<file path="config.mk">
export PLATFORM = sky130hd
export DESIGN_NAME = canvas_port_arbiter
export DESIGN_NICKNAME = d
export VERILOG_FILES = /design/src/rtl/canvas_port_arbiter.sv
export SDC_FILE = /design/constraint.sdc
export NUM_CORES = 1
export LEC_CHECK = 0
export CORE_MARGIN = 4
export CORE_UTILIZATION = 35
export DETAILED_ROUTE_END_ITERATION = 6
export HOLD_SLACK_MARGIN = 0.1
export PLACE_DENSITY = 0.62
export SLEW_MARGIN = 0
export SYNTH_ARGS = -nofsm -noshare
export SYNTH_HDL_FRONTEND = slang
export SYNTH_SLANG_ARGS = --single-unit
export TNS_END_PERCENT = 50
</file>
<file path="constraint.sdc">
create_clock -name clk -period 3.08 [get_ports clk]
set_input_delay 0.77 -clock clk [delete_from_list [all_inputs] [get_ports clk]]
set_output_delay 0.77 -clock clk [all_outputs]
set_load 0.01 [all_outputs]
</file>
<file path="src/rtl/canvas_port_arbiter.sv">
// Canvas RAM port arbiter: shares the single port of the 32x32 one-bit canvas
// among the clear sweeper (highest priority), the stroke rasterizer draw stream
// and the glyph recognizer full-canvas read scan (lowest priority).
module canvas_port_arbiter #(
   parameter int ADDR_W         = 10,
   parameter bit CLEAR_ON_RESET = 1'b1
) (
   input  logic              clk,
   input  logic              rst,
   input  logic              clear_req,
   output logic              clear_busy,
   input  logic              draw_valid,
   input  logic [ADDR_W-1:0] draw_addr,
   input  logic              draw_data,
   output logic              draw_ready,
   input  logic              scan_start,
   output logic              scan_busy,
   output logic              scan_bit_valid,
   output logic              scan_bit,
   output logic [ADDR_W-1:0] scan_addr,
   output logic              scan_done,
   output logic              scan_abort,
   output logic [ADDR_W-1:0] mem_addr,
   output logic              mem_we,
   output logic              mem_wdata,
   input  logic              mem_rdata
);

   typedef enum logic [1:0] {IDLE = 2'd0, CLEAR = 2'd1, SCAN = 2'd2} state_t;

   localparam logic [ADDR_W-1:0] ADDR_LAST = '1;
   localparam logic [ADDR_W-1:0] ADDR_ONE  = ADDR_W'(1);
   localparam state_t            RST_STATE = CLEAR_ON_RESET ? CLEAR : IDLE;

   state_t            state_q, state_d;
   logic [ADDR_W-1:0] clr_cnt_q, clr_cnt_d;
   logic [ADDR_W-1:0] scan_cnt_q, scan_cnt_d;
   logic [ADDR_W-1:0] rd_addr_q, rd_addr_d;
   logic [ADDR_W-1:0] mem_addr_q, mem_addr_d;
   logic              scan_pend_q, scan_pend_d;
   logic              rd_vld_q, rd_vld_d;

   logic              draw_ready_w, we_w, wdata_w, rd_issue;
   logic              abort_w, busy_base, start_acc, clr_last;

   // A clear arriving while scanning kills the scan; the read already in
   // flight is dropped rather than delivered.
   assign abort_w   = (state_q == SCAN) && clear_req;
   // Busy covers an active scan, a scan queued behind a clear, and the cycle
   // that delivers the final bit (the FSM is already back in IDLE then).
   assign busy_base = (state_q == SCAN) || scan_pend_q ||
                      (rd_vld_q && (rd_addr_q == ADDR_LAST));
   assign start_acc = scan_start && !busy_base;
   assign clr_last  = (state_q == CLEAR) && !clear_req && (clr_cnt_q == '0);

   // State register
   always_ff @(posedge clk or posedge rst) begin
      if (rst) state_q <= RST_STATE;
      else     state_q <= state_d;
   end

   // Next-state selection with clear > draw > scan priority
   always_comb begin
      state_d = state_q;
      case (state_q)
         IDLE:    if (clear_req)      state_d = CLEAR;
                  else if (start_acc) state_d = SCAN;
         CLEAR:   if (clr_last)       state_d = (scan_pend_q || start_acc) ? SCAN : IDLE;
         SCAN:    if (clear_req)      state_d = CLEAR;
                  else if (rd_issue && (scan_cnt_q == ADDR_LAST)) state_d = IDLE;
         default: state_d = IDLE;
      endcase
   end

   // Port ownership: who drives the RAM this cycle; address holds when unowned
   always_comb begin
      draw_ready_w = 1'b0;
      we_w         = 1'b0;
      wdata_w      = 1'b0;
      rd_issue     = 1'b0;
      mem_addr_d   = mem_addr_q;
      if (!rst) begin
         case (state_q)
            IDLE: begin
               draw_ready_w = !clear_req;
               if (draw_valid && !clear_req) begin
                  we_w       = 1'b1;
                  wdata_w    = draw_data;
                  mem_addr_d = draw_addr;
               end
            end
            CLEAR: begin
               we_w       = 1'b1;
               mem_addr_d = clr_cnt_q;
            end
            SCAN: begin
               if (!clear_req) begin
                  draw_ready_w = 1'b1;
                  if (draw_valid) begin
                     we_w       = 1'b1;
                     wdata_w    = draw_data;
                     mem_addr_d = draw_addr;
                  end else begin
                     rd_issue   = 1'b1;
                     mem_addr_d = scan_cnt_q;
                  end
               end
            end
            default: ;
         endcase
      end
   end

   // Counter, pending-scan and read-pipeline next values
   always_comb begin
      clr_cnt_d = clr_cnt_q;
      if (clear_req)              clr_cnt_d = ADDR_LAST;
      else if (state_q == CLEAR)  clr_cnt_d = (clr_cnt_q == '0) ? ADDR_LAST : clr_cnt_q - ADDR_ONE;

      scan_cnt_d = scan_cnt_q;
      if ((state_q != SCAN) && (state_d == SCAN)) scan_cnt_d = '0;
      else if (rd_issue) scan_cnt_d = (scan_cnt_q == ADDR_LAST) ? '0 : scan_cnt_q + ADDR_ONE;

      scan_pend_d = scan_pend_q;
      if (start_acc && ((state_q == CLEAR) || clear_req)) scan_pend_d = 1'b1;
      if (((state_q == CLEAR) && (state_d == SCAN)) || abort_w) scan_pend_d = 1'b0;

      rd_vld_d  = rd_issue;
      rd_addr_d = rd_issue ? scan_cnt_q : rd_addr_q;
   end

   // Counter, pending-scan and read-pipeline registers
   always_ff @(posedge clk or posedge rst) begin
      if (rst) begin
         clr_cnt_q   <= ADDR_LAST;
         scan_cnt_q  <= '0;
         scan_pend_q <= 1'b0;
         rd_vld_q    <= 1'b0;
         rd_addr_q   <= '0;
         mem_addr_q  <= '0;
      end else begin
         clr_cnt_q   <= clr_cnt_d;
         scan_cnt_q  <= scan_cnt_d;
         scan_pend_q <= scan_pend_d;
         rd_vld_q    <= rd_vld_d;
         rd_addr_q   <= rd_addr_d;
         mem_addr_q  <= mem_addr_d;
      end
   end

   assign draw_ready     = draw_ready_w;
   assign mem_we         = we_w;
   assign mem_wdata      = wdata_w;
   assign mem_addr       = mem_addr_d;
   assign clear_busy     = (state_q == CLEAR);
   assign scan_abort     = abort_w && !rst;
   assign scan_bit_valid = rd_vld_q && !abort_w;
   assign scan_bit       = scan_bit_valid && mem_rdata;
   assign scan_addr      = rd_addr_q;
   assign scan_done      = scan_bit_valid && (rd_addr_q == ADDR_LAST);
   assign scan_busy      = !rst && (busy_base || start_acc);

endmodule

</file>
==> results.txt <==
In this run the remaining antenna-violating nets after routing total 0. The routed design could run at a clock period as short as 3.02 ns. The tools report the clock buffer count from CTS as 5.

The run finished with clean final reports. For this block, the initial DRC count from the detailed router was 142. In this run the tightest slew margin relative to its limit is 55.4%. In this design, the stage delay of the slowest critical-path cell is 0.31 ns.

The relative area change from synthesis to final layout works out to 29.0%. The core outline area came out at 6460 um^2. For this block, wires on met1 add up to 3.00 mm. The largest buffer count on any clock path came out at 2. Traced cell by cell, the critical path runs through dlygate4sd2_1 -> nor2b_1 -> nor2b_1 -> buf_4 -> a222oi_1 -> o21ai_0 -> dlygate4sd2_1. Measured along the y axis, the die boundary spans 90.1 um.

The port buffer count is 45, and the number of antenna diodes is 0. The run gives 0 as the initial antenna violation count. TritonCTS built the clock tree.

Setup violations remaining at the end of the flow were counted as 0. The first global-routing pass estimated 11.2 mm of wire. Wire segments on met2 add up to 3.30 mm in the final route. The multi-input logic area came out at 1140 um^2. The tree is rooted in a sky130_fd_sc_hd__clkbuf_8.

Grouping stages by cell kind, the critical path spends the most delay in buffers and inverters. The fill cell total of the finished layout came out at 650. Data on the critical path is required at its endpoint by 2.31 ns. The summed negative setup slack over all endpoints is 0 ns, and the total power consumption of the routed design is 1.23 mW. Of all flip-flops after synthesis, the portion carrying an async set or reset was 100%. The aggregate global routing overflow is 0.

The net count of the mapped netlist was 277; the starting density of the core was 36.5%. Horizontal die dimension: 90.1 um. The dominant cell by count in the synthesized netlist was sky130_fd_sc_hd__nand2_1. Derived from the worst setup path, the maximum achievable clock frequency is 331 MHz. Transition time at the pin with the least slew margin: 0.660 ns. Entering global routing, the biggest net connects 31 pins. By area the synthesized netlist is led by sky130_fd_sc_hd__dfrtp_1 (35%), sky130_fd_sc_hd__dfstp_2 (12%), sky130_fd_sc_hd__nand2_1 (7.0%).

The most instantiated flip-flop cell in the synthesis netlist is sky130_fd_sc_hd__dfrtp_1. The distinct cell type count after synthesis came out at 49. The commonest cells after synthesis are sky130_fd_sc_hd__nand2_1 (44), sky130_fd_sc_hd__dfrtp_1 (33), sky130_fd_sc_hd__o21ai_0 (20). Yosys printed 0 warnings.

The worst setup path is launched from an input pin. For this block, the via count after detailed routing is 2182. After synthesis the netlist holds a flip-flop and latch count of 44. The routed design uses 191 um of met3 wire. Buffers inserted to repair hold after CTS numbered 0. Synthesis handed over a netlist of 257 instances. The endpoint type of the worst setup path was a primary output. The tools report the clock net sink count as 44. The final layout contains 331 nets. The die area was 8110 um^2. The via count of the first global-routing pass was 2171. In this run the top signal layer used is met4.

Clock-pin slew was measured on the worst setup and hold paths at 0.08 ns. The share of synthesized area in the top cell type comes to 35.0%. The synthesized design contains 0 enable-type register cells. In this run the cell area of the synthesized design comes to 2360 um^2. Counting both buffers and inverters, the worst setup path holds a total of 3. The first-pass iteration count of the detailed router is 6, and the post-route clock skew is 0.0111 ns.

The run gives 4.91 mm as the estimated wirelength of the detail-placed design. Count of endpoints failing hold in the final timing report: 0. Row generation in the floorplan step produced 29 rows.

Global routing used 17.0% of the available tracks. The H-tree level count came out at 2. For this design the static power due to leakage is 1.28 nW. The run gives 0 as the final routed DRC violation total.

A synthesized cell averages 9.17 um^2. Along the worst path, the maximum fanout reaches 10. The category of the critical setup timing path was in -> out.

Summing all flip-flop and latch instances after layout gives 1110 um^2. 46 I/O pins were placed. Of the cells placed in the final design, the portion with a size suffix greater than 1 is 14.1%. For the part of the Yosys area used for sequential elements, the log shows 47.3%. The final weighted congestion in routability-driven placement was 0.779. The clock reaches the later pin of the worst-skew pair after 0.30 ns. The final critical path takes up 98.0% of the cycle. The kind of path behind the tightest hold check is reg -> reg. The tools report the peak ir drop on the vdd network as 0.000168 V.

For the worst setup path, the data arrival time is 2.25 ns. The tools report the final number of max-transition violations as 0. The slowest cell on the critical path was sky130_fd_sc_hd__dlygate4sd2_1. Summed over all instances, the cell type with the most area after synthesis is sky130_fd_sc_hd__dfrtp_1.

The tool flagged a number of max-cap violations equal to 0. In this run the power density over the cells is 404 nW/um^2. After detailed routing, the number of vias per cell comes to 5.61.

In the final routed layout, each cell accounts on average for 17.0 um. The routed design has 6.61 mm of wire.
[path summary, 6_finish.rpt]
| path | slack [ns] | startpoint | endpoint | cells past startpoint |
|---|---|---|---|---|
| setup / recovery | 0.06 | draw_valid | mem_addr[8] | 7 |
| hold / removal | 0.49 | mem_addr_q[6]$_DFF_PP0_ | mem_addr_q[6]$_DFF_PP0_ | 2 |
| setup reg to reg | 1.09 | state_q[1]$_DFF_PP0_ | scan_cnt_q[1]$_DFFE_PP0P_ | 5 |
| hold reg to reg | 0.49 | mem_addr_q[6]$_DFF_PP0_ | mem_addr_q[6]$_DFF_PP0_ | 2 |
| max in group asynchronous | 1.64 | rst | clr_cnt_q[3]$_DFFE_PP1N_ | 4 |
| min in group asynchronous | 1.04 | rst | scan_cnt_q[9]$_DFFE_PP0P_ | 4 |
[timing repair]
action	in CTS	in global routing
gates resized for setup	22	4
buffers inserted	0	2
setup endpoints to repair	17	4
pin swaps	3	4
gates cloned	0	0
[metrics by stage]
stage	hold slack [ns]	area [um^2]	std cells	utilization [%]	setup WS [ns]
global placement	0.476	2950	379	45.6	-0.497
floorplan	0.457	2360	257	-	0.389
finish	0.490	3040	389	47.1	0.0611
detailed placement	0.482	2950	379	45.6	-0.479
global route	0.525	3040	389	47.1	-0.0104
CTS	0.498	3030	387	46.8	0.00952
[final cells by class]
type / count / area share, %
Multi-Input combinational cell: 191 / 37.6
Sequential cell: 44 / 36.7
Timing Repair Buffer: 60 / 18.4
Tap cell: 77 / 3.17
Clock buffer: 7 / 2.84
Inverter: 9 / 1.11
Clock inverter: 1 / 0.247
[cells in the final DEF (no fill, tap or decap), drive strengths merged, types with 4 or more instances in the layout]
cell type	netlist	final
buf	6	15
or3	6	6
and2	4	4
a222oi	10	10
inv	9	8
nor2b	4	4
nand3	7	7
nor3	6	6
dfrtp	33	33
dfstp	11	11
clkbuf	7	8
nand4	10	10
a311oi	5	5
clkdlybuf4s50	0	32
nand2	44	44
a21oi	10	10
a31oi	4	4
nor2	17	17
dlygate4sd2	0	10
o21ai	25	25
[registers in the layout (all words and copies together), names as in the netlist]
register     count
clr_cnt_q       10
mem_addr_q      10
rd_vld_q         1
scan_addr       10
scan_cnt_q      10
scan_pend_q      1
state_q          2
[tightest hold or removal path, stage by stage, from the launching register on]
cell and delay [ns]:
sky130_fd_sc_hd__dfrtp_1 0.33, sky130_fd_sc_hd__nand2_1 0.04, sky130_fd_sc_hd__o21ai_1 0.08
[metal layers]
layer  global-route usage [%]  up-vias
met5                        0        -
li1                         -     1051
met1                     22.1     1077
met4                     6.51        0
met2                     27.9       43
met3                     3.17       11
[power breakdown]
group / switching [mW] / leakage, nW / internal (mW)
Combinational: 0.0825 / 0.698 / 0.0875
Clock: 0.205 / 0.0445 / 0.183
Sequential: 0.0439 / 0.539 / 0.628
[cell families after synthesis]
| kind of cell | share of synthesized area, % |
|---|---|
| XOR/XNOR | 1.11 |
| multiplexers | 0.425 |
| flip-flops | 47.3 |
| AND/OR/NAND/NOR | 23.9 |
| buffers and inverters | 4.35 |
| adder cells (fa/ha/maj) | 1.59 |
| AO/OA/AOI/OAI | 21.3 |
(Power assumes the default switching activity.)
